<file path="src/rtl/prog_uart_loader.sv">
// UART program loader: waits for a 4-byte magic word, then streams little-endian words into RAM while holding the core in reset.
// Optional PROG_CHECKSUM_EN adds prog_checksum_o, the XOR of every word written in the current session.
module prog_uart_loader #(
    parameter int          CLK_FREQ       = 100000000,
    parameter int          BAUD_RATE      = 115200,
    parameter int          RAM_DEPTH      = 131072,
    parameter int          TIMEOUT_CYCLES = 10000000,
    parameter logic [31:0] MAGIC          = 32'h4E4B4554,
    localparam int         AW             = $clog2(RAM_DEPTH)
) (
    input  logic          clk_i,
    input  logic          rst_n,
    input  logic          prog_rx_i,
    output logic          prog_wr_en_o,
    output logic [AW-1:0] prog_wr_addr_o,
    output logic [31:0]   prog_wr_data_o,
    output logic [3:0]    prog_wr_strb_o,
    output logic          system_reset_o,
    output logic          prog_mode_led_o
`ifdef PROG_CHECKSUM_EN
    ,
    output logic [31:0]   prog_checksum_o
`endif
);

    localparam int CPB = CLK_FREQ / BAUD_RATE;
    localparam int CW  = $clog2(CPB + 1);
    localparam int TW  = $clog2(TIMEOUT_CYCLES + 1);
    localparam logic [CW-1:0] CPB_M1   = CW'(CPB - 1);
    localparam logic [CW-1:0] HALF_M1  = CW'(CPB / 2 - 1);
    localparam logic [TW-1:0] TMO_M1   = TW'(TIMEOUT_CYCLES - 1);
    localparam logic [AW-1:0] ADDR_MAX = AW'(RAM_DEPTH - 1);

    typedef enum logic [1:0] {RX_IDLE, RX_START, RX_DATA, RX_STOP} rx_state_t;
    typedef enum logic [1:0] {S_IDLE, S_PROG, S_FLUSH, S_RELEASE} state_t;

    rx_state_t     r_rx_state, w_rx_next;
    logic          r_rx_s1, r_rx_s2, r_rx_d;
    logic [CW-1:0] r_clk_cnt;
    logic [2:0]    r_bit_idx;
    logic [7:0]    r_shift;
    logic          r_byte_vld;
    logic          w_half_hit, w_bit_hit;

    state_t        r_state, w_next;
    logic [1:0]    r_midx;
    logic [1:0]    r_byte_cnt;
    logic [TW-1:0] r_tmo;
    logic [31:0]   r_word;
    logic          r_wr_en;
    logic [AW-1:0] r_wr_addr;
    logic [31:0]   r_wr_data;
    logic [3:0]    r_wr_strb;
    logic          w_magic_hit, w_tmo_hit;
    logic [3:0]    w_part_strb;
    logic [31:0]   w_part_mask;

    assign w_half_hit = (r_clk_cnt == HALF_M1);
    assign w_bit_hit  = (r_clk_cnt == CPB_M1);

    always_comb begin
        w_rx_next = r_rx_state;
        case (r_rx_state)
            RX_IDLE:  if (r_rx_d && !r_rx_s2) w_rx_next = RX_START;
            // a start that is high again at mid-bit is treated as a glitch
            RX_START: if (w_half_hit) w_rx_next = r_rx_s2 ? RX_IDLE : RX_DATA;
            RX_DATA:  if (w_bit_hit && r_bit_idx == 3'd7) w_rx_next = RX_STOP;
            RX_STOP:  if (w_bit_hit) w_rx_next = RX_IDLE;
            default:  w_rx_next = RX_IDLE;
        endcase
    end

    always_ff @(posedge clk_i) begin
        if (!rst_n) begin
            r_rx_state <= RX_IDLE;
            r_rx_s1    <= 1'b1;
            r_rx_s2    <= 1'b1;
            r_rx_d     <= 1'b1;
            r_clk_cnt  <= '0;
            r_bit_idx  <= '0;
            r_shift    <= '0;
            r_byte_vld <= 1'b0;
        end else begin
            r_rx_state <= w_rx_next;
            r_rx_s1    <= prog_rx_i;
            r_rx_s2    <= r_rx_s1;
            r_rx_d     <= r_rx_s2;
            r_byte_vld <= 1'b0;
            case (r_rx_state)
                RX_IDLE: begin
                    r_clk_cnt <= '0;
                    r_bit_idx <= '0;
                end
                RX_START: r_clk_cnt <= w_half_hit ? '0 : r_clk_cnt + 1'b1;
                RX_DATA: begin
                    if (w_bit_hit) begin
                        r_clk_cnt <= '0;
                        r_shift   <= {r_rx_s2, r_shift[7:1]};
                        r_bit_idx <= r_bit_idx + 1'b1;
                    end else begin
                        r_clk_cnt <= r_clk_cnt + 1'b1;
                    end
                end
                RX_STOP: begin
                    if (w_bit_hit) begin
                        r_clk_cnt  <= '0;
                        r_byte_vld <= r_rx_s2;
                    end else begin
                        r_clk_cnt <= r_clk_cnt + 1'b1;
                    end
                end
                default: r_clk_cnt <= '0;
            endcase
        end
    end

    assign w_magic_hit = r_byte_vld && (r_shift == MAGIC[{r_midx, 3'b000} +: 8]);
    assign w_tmo_hit   = (r_tmo == TMO_M1);

    always_comb begin
        w_part_strb = 4'b0000;
        case (r_byte_cnt)
            2'd1:    w_part_strb = 4'b0001;
            2'd2:    w_part_strb = 4'b0011;
            2'd3:    w_part_strb = 4'b0111;
            default: w_part_strb = 4'b0000;
        endcase
    end

    assign w_part_mask = {{8{w_part_strb[3]}}, {8{w_part_strb[2]}},
                          {8{w_part_strb[1]}}, {8{w_part_strb[0]}}};

    always_comb begin
        w_next = r_state;
        case (r_state)
            S_IDLE:    if (w_magic_hit && r_midx == 2'd3) w_next = S_PROG;
            S_PROG:    if (!r_byte_vld && w_tmo_hit) w_next = S_FLUSH;
            S_FLUSH:   w_next = S_RELEASE;
            S_RELEASE: w_next = S_IDLE;
            default:   w_next = S_IDLE;
        endcase
    end

    always_ff @(posedge clk_i) begin
        if (!rst_n) r_state <= S_IDLE;
        else        r_state <= w_next;
    end

    always_ff @(posedge clk_i) begin
        if (!rst_n) begin
            r_midx     <= '0;
            r_byte_cnt <= '0;
            r_tmo      <= '0;
            r_word     <= '0;
            r_wr_en    <= 1'b0;
            r_wr_addr  <= '0;
            r_wr_data  <= '0;
            r_wr_strb  <= '0;
        end else begin
            r_wr_en   <= 1'b0;
            r_wr_strb <= '0;
            // only full-word writes advance the address; a flush write is always partial
            if (r_wr_en && r_wr_strb == 4'hF)
                r_wr_addr <= (r_wr_addr == ADDR_MAX) ? '0 : r_wr_addr + 1'b1;
            case (r_state)
                S_IDLE: begin
                    if (r_byte_vld) begin
                        if (w_magic_hit)
                            r_midx <= r_midx + 1'b1;
                        else
                            r_midx <= (r_shift == MAGIC[7:0]) ? 2'd1 : 2'd0;
                    end
                    if (w_next == S_PROG) begin
                        r_wr_addr  <= '0;
                        r_byte_cnt <= '0;
                        r_tmo      <= '0;
                    end
                end
                S_PROG: begin
                    if (r_byte_vld) begin
                        r_tmo                             <= '0;
                        r_word[{r_byte_cnt, 3'b000} +: 8] <= r_shift;
                        r_byte_cnt                        <= r_byte_cnt + 1'b1;
                        if (r_byte_cnt == 2'd3) begin
                            r_wr_en   <= 1'b1;
                            r_wr_strb <= 4'hF;
                            r_wr_data <= {r_shift, r_word[23:0]};
                        end
                    end else begin
                        r_tmo <= r_tmo + 1'b1;
                    end
                end
                S_FLUSH: begin
                    if (r_byte_cnt != 2'd0) begin
                        r_wr_en   <= 1'b1;
                        r_wr_strb <= w_part_strb;
                        r_wr_data <= r_word & w_part_mask;
                    end
                end
                default: ;
            endcase
        end
    end

`ifdef PROG_CHECKSUM_EN
    logic [31:0] r_csum;

    always_ff @(posedge clk_i) begin
        if (!rst_n) begin
            r_csum <= '0;
        end else begin
            if (r_wr_en) r_csum <= r_csum ^ r_wr_data;
            if (r_state == S_IDLE && w_next == S_PROG) r_csum <= '0;
        end
    end

    assign prog_checksum_o = r_csum;
`endif

    assign prog_wr_en_o    = r_wr_en;
    assign prog_wr_addr_o  = r_wr_addr;
    assign prog_wr_data_o  = r_wr_data;
    assign prog_wr_strb_o  = r_wr_strb;
    assign system_reset_o  = (r_state == S_IDLE);
    assign prog_mode_led_o = (r_state == S_PROG) || (r_state == S_FLUSH);

endmodule

</file>
<file path="config.mk">
export PLATFORM = sky130hd
export DESIGN_NAME = prog_uart_loader
export DESIGN_NICKNAME = d
export VERILOG_FILES = /design/src/rtl/prog_uart_loader.sv
export SDC_FILE = /design/constraint.sdc
export NUM_CORES = 1
export LEC_CHECK = 0
export BUFFER_PORTS_ARGS = -buffer_cell sky130_fd_sc_hd__buf_2
export CAP_MARGIN = 20
export CORE_ASPECT_RATIO = 0.8
export CORE_MARGIN = 1.5
export CORE_UTILIZATION = 50
export DETAILED_ROUTE_END_ITERATION = 8
export PLACE_DENSITY = 0.78
export SLEW_MARGIN = 20
export SYNTH_ARGS = -nofsm -noshare
export SYNTH_HDL_FRONTEND = slang
export SYNTH_SLANG_ARGS = --single-unit
export TNS_END_PERCENT = 1
</file>
<file path="constraint.sdc">
create_clock -name clk_i -period 2.45 [get_ports clk_i]
set_input_delay 0 -clock clk_i [delete_from_list [all_inputs] [get_ports clk_i]]
set_output_delay 0 -clock clk_i [all_outputs]
set_load 0.005 [all_outputs]
</file>
==> results of run 1 <==
-- layout by cell type, fill, tap and decap left out, types with 16 or more instances in the layout --
master,n
dfxtp_1,134
nand2_1,63
buf_2,58
xor2_1,18
nor2_1,95
ha_1,17
a21oi_1,40
nand3_1,33
a22oi_1,44
clkbuf_16,17
buf_4,22
nand4_1,16
-- through the flow --
step	TNS, ns	util [%]	hold slack (ns)	setup WS, ns
2_1_floorplan	0	-	0.101	0.0147
3_3_place_gp	0	55.4	0.203	0.0424
3_5_place_dp	-0.212	55.4	0.204	-0.0426
4_1_cts	0	61.0	0.412	0.0652
5_1_grt	0	61.1	0.446	0.0141
6_report	0	61.1	0.419	0.106
-- routing by layer --
| metal | GRT usage, % | vias to the layer above | wire, µm |
|---|---|---|---|
| met2 | 34.8 | 179 | 6190 |
| met4 | 9.20 | 0 | 199 |
| met1 | 29.5 | 2433 | 6160 |
| met5 | 0 | - | 0 |
| met3 | 5.56 | 19 | 858 |
| li1 | - | 2505 | - |
-- report_power, final --
part | switching [mW] | internal (mW)
Sequential | 0.00405 | 2.18
Combinational | 0.0409 | 0.0198
Clock | 0.919 | 1.54
Total | 0.964 | 3.74
-- critical path, stage by stage (launching register included) --
cell and delay, ns:
dfxtp_1 0.33, inv_1 0.11, ha_2 0.26, nand2_1 0.07
or4_4 0.58, o21ba_4 0.25, or4_1 0.53, a21oi_1 0.15
-- logic make-up (layout without fill, tap and decap cells) --
logic type                 Yosys count  in the layout
AOI/OAI and AO/OA                  133            135
xor gates and xnor gates            27             27
adders and majority gates           19             19
buffers and inverters               51            129
DFF                                134            134
muxes                               13             13
and+or+nand+nor                    287            287
-- cell usage after synthesis, drive strengths merged (12+ instances only) --
cell type and number:
nand4 16, a22oi 44, clkbuf 29, a21oi 42
nor2 95, nor3 12, xor2 18, nand3 33
and3 12, nand2 63, ha 19, inv 13
dfxtp 134
-- worst min path at each step --
stage | endpoint | slack [ns] | cells after the start | startpoint
finish | r_rx_s2$_SDFF_PN1_ | 0.42 | 1 | r_rx_s1$_SDFF_PN1_
global route | r_rx_s2$_SDFF_PN1_ | 0.45 | 1 | r_rx_s1$_SDFF_PN1_
CTS | r_rx_s2$_SDFF_PN1_ | 0.41 | 1 | r_rx_s1$_SDFF_PN1_
detailed placement | r_rx_s1$_SDFF_PN1_ | 0.20 | 2 | prog_rx_i
global placement | r_rx_s1$_SDFF_PN1_ | 0.20 | 2 | prog_rx_i
floorplan | r_rx_s1$_SDFF_PN1_ | 0.10 | 1 | prog_rx_i
-- area by class of cell --
class	instances	area [µm²]	area share, %
multi-input cells	481	2960	42.4
flip-flops and latches	134	2680	38.4
repair buffers	85	526	7.53
clock buffers	19	453	6.49
well taps	148	185	2.65
clock inverters	12	129	1.85
inverters	13	48.8	0.699
-- timing repair --
| item | in CTS | in global routing |
|---|---|---|
| pin swaps | 1 | 0 |
| hold buffers | 3 | 0 |
| setup endpoints to repair | 13 | 7 |
| hold endpoints to repair | 3 | 0 |
| resized for setup | 0 | 3 |
| cloned | 2 | 0 |
-- sequential cells by signal, indices dropped and copies added (netlist names), 2 cells and up, named ones only --
name and count:
r_shift 8, prog_wr_data_o 32, r_state 2, r_midx 2, r_tmo 24, r_bit_idx 3, r_byte_cnt 2, prog_wr_addr_o 17
r_word 24, r_clk_cnt 10, prog_wr_strb_o 3
==> impl_results.md, run 1 <==
- Result of the run: complete, no violations
- Overall overflow remaining after global route: 0
- Buffers added on ports: 58
- # diodes: 0
- Count of final setup violators: 0
- Number of endpoints with negative hold slack in the final report: 0
- Effective utilization at floorplan: 51.0%
- Tmin final: 2.34 ns
- Yosys top cell by area: dfxtp_1
- Iteration count of the initial detailed-routing pass: 5
- Dominant combinational cell family by area after synthesis: simple AND/OR/NAND/NOR gates
- Leakage power figure: 2.65 nW
- Setup slack of the most critical reg-to-reg path: 0.11 ns
- Total of flip-flops plus latches after synthesis: 134
- Post-Synthesis Mean Instance Area: 8.78 µm²
- Maximum operating frequency: 427 MHz
- Dominant cells by area after synthesis: dfxtp_1, nor2_1, a22oi_1
- Die outline area: 0.0123 mm²
- Clock tree sinks: 134
- Proportion of layout cells with a drive suffix above 1: 18.0%
- Floorplan core area: 0.0114 mm²
- Peak ir drop on the vdd network: 0.000487 V
- DRC violation total after the first TritonRoute iteration: 319
- Residual antenna-violating net count after detailed routing: 0
- Clock network latency to the later pin of the worst-skew pair: 0.41 ns
- R2R depth: 7
- Top-level port count: 59
- Count of cell types in the netlist: 54
- Startpoint-to-endpoint class of the critical path: reg2reg
- CP max FO: 8
- Adder and majority gate portion of the synthesized area: 4.08%
- Number of instances in the synthesized netlist: 664
- Prevailing post-synth register cell: dfxtp_1
- Root buffer cell: clkbuf_16
- Post-CTS setup buffer count: 0
- Setup repair after global routing missed its margin: false
- Clock tree from TritonCTS: yes
- Share of the clock period used by the worst path after layout: 95.7%
- Max-slew violation total from the final report: 0
- Register area share after synthesis: 46.0%
- Placed Instances: 856
- Number of antenna violations at the first check in global routing: 0
- Worst slew margin relative to its limit: 53.5%
- Fraction of synthesized area in multiplexers: 2.27%
- Number of levels the H-tree was split into: 4
- Capture point of the worst reg-to-reg path: r_tmo[13]$_SDFFE_PN0P_
- Count of filler cells inserted in the layout: 945
- Detail-routed net length per standard cell: 15.0 µm
- Critical Path Start Type: flop
- Fraction of registers with async set or reset after synthesis: 0%
- Total Routing Usage GR: 22.3%
- Number of vias after detailed routing: 5136
- Clock skew: 0.00602 ns
- HPWL reported at the end of detailed placement: 8880 µm
- Final standard cell count with taps included and fillers excluded: 892
- Reg clk slew, reported paths: 0.06 ns
- Net count, final: 754
- Routability cong.: 0.859
- Cell area after layout: 0.00698 mm²
- Total nets after synthesis: 686
- Post-detailed-route DRC marker count: 0
- Via count of the first global-routing pass: 4633
- Power density over cell area: 674 mW/mm²
- Compound-Gate Fraction of Synth Area: 15.3%
- Arrival time reported for the critical path endpoint: 2.69 ns
- Vias per cell: 5.76
- Cell Area, Synth: 0.00583 mm²
- Max-cap violations: 0
- TritonCTS Buffers: 17
- Post-synthesis to final-layout area growth: 19.7%
- Simple logic cell fraction of the synthesized area: 24.4%
- Yosys warning count: 0
- Total number of placement rows: 35
- Vert. Die Dim: 99.6 µm
- Overall die width: 124 µm
- Routed wire length: 13400 µm
- Post-synth top area share: 46.0%
- First-pass GRT wire length: 21700 µm
- Req. time, crit path: 2.80 ns
- Tightest Hold Check Type: reg2reg
- Maximum number of pins on one net before global-route repair: 72
- Critical path capture point type: flop
- Crit path from: r_state[1]$_SDFF_PN0_
- Worst setup path endpoint: r_tmo[13]$_SDFFE_PN0P_
- EDFF count, synth: 0
- Total power of the final layout: 4.71 mW
- Post-synthesis share of cell area spent on xor and xnor gates: 4.05%
- Slew at the pin closest to its max-slew limit: 0.697 ns
- Longest Clk Path Bufs: 2
- Critical R2R Launch: r_state[1]$_SDFF_PN0_
- Dpl cell area: 0.00634 mm²
Power figures use the tool's default switching activity.
==> run 2, diff against run 1 <==
==> constraint.sdc (replaced) <==
create_clock -name clk_i -period 2.45 [get_ports clk_i]
set_input_delay 0 -clock clk_i [delete_from_list [all_inputs] [get_ports clk_i]]
set_output_delay 0 -clock clk_i [all_outputs]
set_load 0.1 [all_outputs]
==> run 2 against run 1 <==
Count of clock-buffer cells in the layout did not move. First-iteration DRC count up 40%. Global-route usage grew 0.86 points. Critical path type unchanged.
==> impl_results.md, run 2 (synthesis results as in run 1) <==
- Routability cong.: 0.836 (-2.7%)
- WHS: 0.336 ns (-0.0825 ns)
- Sum Neg Setup Slack: 0 ns (unchanged)
- Reg clk slew, reported paths: 0.06 ns (about the same)
- Hold path cells: 3 (+2)
- Largest incremental delay on the critical path: 0.58 ns (about the same)
- R2R depth: 8 (+1)
- Dpl ws: -0.0297 ns (+0.0129 ns)
- Tightest Hold Check Type: in2reg
- Critical R2R Launch: r_state[1]$_SDFF_PN0_
- Largest register FFs: 32 (unchanged)
- Die outline area: 0.0123 mm² (unchanged)
- Startpoint-to-endpoint class of the critical path: reg2reg
- Maximum operating frequency: 423 MHz (-0.89%)
- Net load switching power: 995 µW (+3.2%)
- Most common cell after layout, fill and taps aside: dfxtp_1
- HPWL reported at the end of detailed placement: 8970 µm (+1.0%)
- Buffers added on ports: 58 (unchanged)
- Internal Dissipation: 3.93 mW (+4.9%)
- Number of vias after detailed routing: 5135 (-0.019%)
- Post-detailed-route DRC marker count: 0 (unchanged)
- Critical Path Start Type: flop
- Switching power share of the total: 20.2% (-0.26 points)
- Root buffer cell: clkbuf_16
- Total power of the final layout: 4.92 mW (+4.6%)
- Floorplan core area: 0.0114 mm² (unchanged)
- Residual antenna-violating net count after detailed routing: 0 (unchanged)
- Power density over cell area: 701 mW/mm² (+4.0%)
- Proportion of layout cells with a drive suffix above 1: 18.1% (+0.13 points)
- Net count, final: 753 (-0.13%)
- Final standard cell count with taps included and fillers excluded: 892 (unchanged)
- Number of antenna violations at the first check in global routing: 0 (unchanged)
- Routed wire length: 13600 µm (+1.7%)
- Setup repair after global routing missed its margin: true
- Worst slew margin relative to its limit: 51.8% (-1.7 points)
- Clock skew: 0.00899 ns (+0.00297 ns)
- Count of final setup violators: 0 (unchanged)
- Req. time, crit path: 2.79 ns (about the same)
- DRC violation total after the first TritonRoute iteration: 446 (+40%)
- Clock network latency to the later pin of the worst-skew pair: 0.41 ns (about the same)
- # diodes: 0 (unchanged)
- Leakage power figure: 2.68 nW (+1.1%)
- Top-level port count: 59 (unchanged)
- Startpoint of the tightest hold check path: prog_rx_i
- Total number of placement rows: 35 (unchanged)
- Overall overflow remaining after global route: 0 (unchanged)
- Iteration count of the initial detailed-routing pass: 5 (unchanged)
- Combinational group share of total power: 1.2% (about the same)
- Longest Clk Path Bufs: 2 (unchanged)
- Clock share of power: 54.3% (+2.0 points)
- Share of total power in sequential cells: 44.4% (-2.1 points)
- Slowest cell on the critical path: or4_4
- Post-synthesis to final-layout area growth: 20.4%
- Setup slack of the most critical reg-to-reg path: 0.08 ns (-0.02 ns)
- CP max FO: 13 (+5)
- Number of levels the H-tree was split into: 4 (unchanged)
- Slew at the pin closest to its max-slew limit: 0.723 ns (+0.0262 ns)
- Placed Instances: 856 (unchanged)
- Result of the run: complete, no violations
- Crit path from: r_state[1]$_SDFF_PN0_
- Critical path capture point type: flop
- Vert. Die Dim: 99.6 µm (unchanged)
- Cell area after layout: 0.00702 mm² (+0.56%)
- Number of endpoints with negative hold slack in the final report: 0 (unchanged)
- Commonest cells after routing, fill and taps aside: dfxtp_1, nor2_1, nand2_1
- Post-CTS setup buffer count: 0 (unchanged)
- Max-slew violation total from the final report: 0 (unchanged)
- Clock tree sinks: 134 (unchanged)
- Tmin final: 2.37 ns (+0.0211 ns)
- Total Routing Usage GR: 23.2% (+0.86 points)
- Dpl cell area: 0.00635 mm² (+0.20%)
- Arrival time reported for the critical path endpoint: 2.71 ns (+0.02 ns)
- Setup slack of the critical path after layout: 0.0845 ns (-0.0211 ns)
- Clock tree from TritonCTS: yes
- First-pass GRT wire length: 22700 µm (+4.7%)
- End-of-flow core utilization: 61.4% (+0.34 points)
- Overall die width: 124 µm (unchanged)
- Via count of the first global-routing pass: 4697 (+1.4%)
- Share of the clock period used by the worst path after layout: 96.5% (+0.86 points)
- Capture point of the worst reg-to-reg path: r_tmo[8]$_SDFFE_PN0P_
- Peak ir drop on the vdd network: 0.000535 V (+9.7%)
- TritonCTS Buffers: 17 (unchanged)
- Vias per cell: 5.76 (about the same)
- Maximum number of pins on one net before global-route repair: 72 (unchanged)
- Terminating pin of the worst hold path: r_rx_s1$_SDFF_PN1_
- Effective utilization at floorplan: 51.0% (unchanged)
- Count of filler cells inserted in the layout: 922 (-2.4%)
- Detail-routed net length per standard cell: 15.3 µm (+1.7%)
- Ordered cell list for the critical path: inv_1 -> ha_4 -> nand2_1 -> or4_4 -> o21ba_4 -> buf_4 -> or3_1 -> a21oi_1
- Max-cap violations: 0 (unchanged)
==> run 2: cell count changes in the layout (fill, tap and decap cells not counted), sizes merged <==
cell         before  now
clkinvlp          3    1
dlygate4sd3       3    2
bufinv            2    4
clkinv            6    7
==> run 2: final cells by class <==
type	count	area [µm²]	share of cell area, %
clock buffer	19	443	6.31
clock inverter	13	179	2.55
inverter	13	48.8	0.695
multi-input combinational	481	2970	42.3
sequential	134	2680	38.2
tap	148	185	2.64
timing repair buffer	84	515	7.34
==> run 2: worst max path at each step <==
stage	to	slack [ns]	cells past startpoint
2_1_floorplan	prog_wr_addr_o[10]$_SDFF_PN0_	-0.06	7
6_report	r_tmo[8]$_SDFFE_PN0P_	0.08	8
4_1_cts	r_tmo[8]$_SDFFE_PN0P_	0.1	8
3_3_place_gp	r_tmo[8]$_SDFFE_PN0P_	0.03	8
3_5_place_dp	r_tmo[11]$_SDFFE_PN0P_	-0.03	7
5_1_grt	r_tmo[8]$_SDFFE_PN0P_	-0.02	8
==> run 2: repair_timing <==
item	4_1_cts	5_1_grt
pin swaps	1	0
setup endpoints to repair	12	19
resized for setup	0	3
gates cloned	2	0
endpoints found under the hold margin	7	0
hold buffers	2	0
==> run 2: metal layers <==
metal	part of all wire, %	vias to the layer above	global-route usage, %
met1	47	2431	31.9
met2	46	166	34.9
met3	6.2	18	6.19
met4	1.2	0	8.49
li1	-	2520	-
met5	0	-	0
==> run 2: worst max-delay path: cells and delay by family, from the launching register on <==
kind,cells,cell delay (ns)
AOI/OAI and AO/OA,2,0.39
adders and majority gates,1,0.25
buffers and inverters,2,0.33
DFF,1,0.33
and+or+nand+nor,3,0.99
==> run 2: power groups by stage <==
stage	Combinational, mW	Clock, mW	Sequential (mW)
CTS	0.0609	2.71	2.19
global placement	0.0567	0	2.23
global route	0.0673	2.82	2.19
floorplan	0.0429	0	2.23
finish	0.0612	2.68	2.19
detailed placement	0.0586	0	2.23
==> run 3, diff against run 2 <==
Settings changed: CAP_MARGIN 20 to 30, GPL_TIMING_DRIVEN set to 0.
==> run 3 against run 2 <==
Via count increased by 2.8%. Worst hold slack got worse by 0.25 ns. Sequential power about the same. Design area increased by 0.84%. Register-to-register slack got worse by 0.06 ns. First-iteration DRC count decreased by 13%. Core utilization increased by 0.51 points. Non-clock buffer count increased by 13. Combinational power increased by 7.4%. Final cell count increased by 1.1%. Largest power group unchanged.
==> impl_results.md, run 3 (synthesis results as in run 1) <==
- Longest Clk Path Bufs: 2 (unchanged)
- TritonCTS Buffers: 17 (unchanged)
- Top-level port count: 59 (unchanged)
- # diodes: 0 (unchanged)
- Worst slew margin relative to its limit: 55.8% (+4.0 points)
- Max-cap violations: 0 (unchanged)
- Clock network latency to the later pin of the worst-skew pair: 0.42 ns (about the same)
- Most common cell after layout, fill and taps aside: dfxtp_1
- Buffers added on ports: 57 (-1.7%)
- Hold path cells: 3 (unchanged)
- Critical R2R Launch: r_shift[6]$_SDFFE_PN0P_
- Largest register FFs: 32 (unchanged)
- Effective utilization at floorplan: 51.0% (unchanged)
- Number of endpoints with negative hold slack in the final report: 0 (unchanged)
- Maximum operating frequency: 413 MHz (-2.3%)
- Critical Path Start Type: flop
- Setup slack of the critical path after layout: 0.0290 ns (-0.0556 ns)
- CP max FO: 10 (-3)
- DRC violation total after the first TritonRoute iteration: 386 (-13%)
- Result of the run: complete, no violations
- Root buffer cell: clkbuf_16
- Residual antenna-violating net count after detailed routing: 0 (unchanged)
- Overall overflow remaining after global route: 0 (unchanged)
- Critical path capture point type: flop
- Slew at the pin closest to its max-slew limit: 0.657 ns (-0.0665 ns)
- Startpoint of the tightest hold check path: rst_n
- Slowest cell on the critical path: dfxtp_1
- Placed Instances: 869 (+1.5%)
- Tmin final: 2.42 ns (+0.0556 ns)
- Largest incremental delay on the critical path: 0.49 ns (-0.09 ns)
- Setup repair after global routing missed its margin: true
- Clock skew: 0.00992 ns (+0.000923 ns)
- HPWL reported at the end of detailed placement: 9740 µm (+8.6%)
- Routed wire length: 14400 µm (+5.8%)
- Peak ir drop on the vdd network: 0.000581 V (+8.6%)
- Die outline area: 0.0123 mm² (unchanged)
- Power density over cell area: 684 mW/mm² (-2.5%)
- Dpl cell area: 0.00632 mm² (-0.49%)
- Startpoint-to-endpoint class of the critical path: reg2reg
- Req. time, crit path: 2.74 ns (-0.05 ns)
- Count of final setup violators: 0 (unchanged)
- Post-detailed-route DRC marker count: 0 (unchanged)
- Proportion of layout cells with a drive suffix above 1: 18.8% (+0.69 points)
- Number of antenna violations at the first check in global routing: 0 (unchanged)
- Ordered cell list for the critical path: nor3b_1 -> o211ai_1 -> nor4_4 -> a41o_1 -> buf_4 -> buf_6 -> a21oi_1
- Dominant delay contributor by cell family on the critical path: simple AND/OR/NAND/NOR gates
- Clock tree from TritonCTS: yes
- Vias per cell: 5.85 (+1.6%)
- Worst Path Buf+Inv: 2 (unchanged)
- Final standard cell count with taps included and fillers excluded: 902 (+1.1%)
- Iteration count of the initial detailed-routing pass: 7 (+2)
- Leakage power figure: 2.68 nW (-0.11%)
- Commonest cells after routing, fill and taps aside: dfxtp_1, nor2_1, nand2_1
- Terminating pin of the worst hold path: r_state[1]$_SDFF_PN0_
- Cell area after layout: 0.00708 mm² (+0.84%)
- Floorplan core area: 0.0114 mm² (unchanged)
- Maximum number of pins on one net before global-route repair: 17 (-76%)
- WHS: 0.0856 ns (-0.251 ns)
- Total Routing Usage GR: 23.9% (+0.70 points)
- R2R depth: 7 (-1)
- Max-slew violation total from the final report: 0 (unchanged)
- Tightest Hold Check Type: in2reg
- Arrival time reported for the critical path endpoint: 2.72 ns (about the same)
- Post-synthesis to final-layout area growth: 21.4%
- Detail-routed net length per standard cell: 16.0 µm (+4.6%)
- Number of levels the H-tree was split into: 4 (unchanged)
- Vert. Die Dim: 99.6 µm (unchanged)
- Share of the clock period used by the worst path after layout: 98.8% (+2.3 points)
- Setup slack of the most critical reg-to-reg path: 0.03 ns (-0.06 ns)
- Clock tree sinks: 134 (unchanged)
- Net count, final: 764 (+1.5%)
- Dpl ws: -0.235 ns (-0.205 ns)
- Overall die width: 124 µm (unchanged)
- Via count of the first global-routing pass: 4994 (+6.3%)
- Number of vias after detailed routing: 5278 (+2.8%)
- First-pass GRT wire length: 23300 µm (+2.7%)
- Capture point of the worst reg-to-reg path: r_tmo[23]$_SDFFE_PN0P_
- Routability cong.: 0.840 (+0.48%)
- Reg clk slew, reported paths: 0.06 ns (about the same)
- Total number of placement rows: 35 (unchanged)
## run 3: cell type report
class	count	area, µm²
Timing Repair Buffer	61	318
Fill cell	891	4350
Buffer	36	193
Sequential cell	134	2690
Tap cell	148	185
Inverter	13	48.8
Multi-Input combinational cell	479	3040
Clock buffer	19	453
Clock inverter	12	151
## run 3: tightest hold or removal path, stage by stage
cell and delay, ns:
clkbuf_1 0.19, o21ai_0 0.19, a211oi_1 0.06
## run 3: worst max-delay path by stage
stage                                     to  cells past startpoint  slack [ns]                    startpoint
2_1_floorplan  prog_wr_addr_o[10]$_SDFF_PN0_                      7       -0.06  prog_wr_addr_o[7]$_SDFF_PN0_
3_3_place_gp          r_tmo[21]$_SDFFE_PN0P_                      8       -0.15       r_shift[3]$_SDFFE_PN0P_
3_5_place_dp          r_tmo[23]$_SDFFE_PN0P_                      8       -0.23       r_shift[3]$_SDFFE_PN0P_
4_1_cts               r_tmo[14]$_SDFFE_PN0P_                      9       -0.08        r_midx[0]$_SDFFE_PN0P_
5_1_grt               r_tmo[20]$_SDFFE_PN0P_                      8       -0.03       r_shift[3]$_SDFFE_PN0P_
6_report              r_tmo[23]$_SDFFE_PN0P_                      7        0.03       r_shift[6]$_SDFFE_PN0P_
## run 3: power breakdown
part           leakage [nW]  internal (mW)  total (mW)  switching [mW]
sequential             1.08           2.18        2.18         0.00216
clock                 0.295           1.65        2.59           0.943
combinational          1.30         0.0171      0.0657          0.0486
total                  2.68           3.85        4.84           0.993
## run 3: stage by stage
step	utilization (%)	TNS, ns	power [mW]
after floorplan	-	-0.638	2.27
after global placement	55.3	-3.86	2.29
after detailed placement	55.3	-8.31	2.29
after CTS	61.1	-0.365	4.86
after global routing	61.9	-0.240	4.96
final	61.9	0	4.84
## run 3: what timing repair did
| item | 4_1_cts | 5_1_grt |
|---|---|---|
| endpoints found under the setup margin | 70 | 97 |
| cloned | 0 | 0 |
| endpoints found under the hold margin | 1 | 0 |
| buffers inserted | 0 | 3 |
| pin swaps | 1 | 7 |
| hold buffers | 1 | 0 |
| gates resized for setup | 16 | 23 |
## run 3: layer usage
layer	wire, µm	share of wire, %	track usage (%)	vias up
met4	191	1.3	9.55	0
met5	0	0	0	-
met1	6620	46	30.8	2547
met3	818	5.7	4.42	21
li1	-	-	-	2531
met2	6780	47	39.3	179
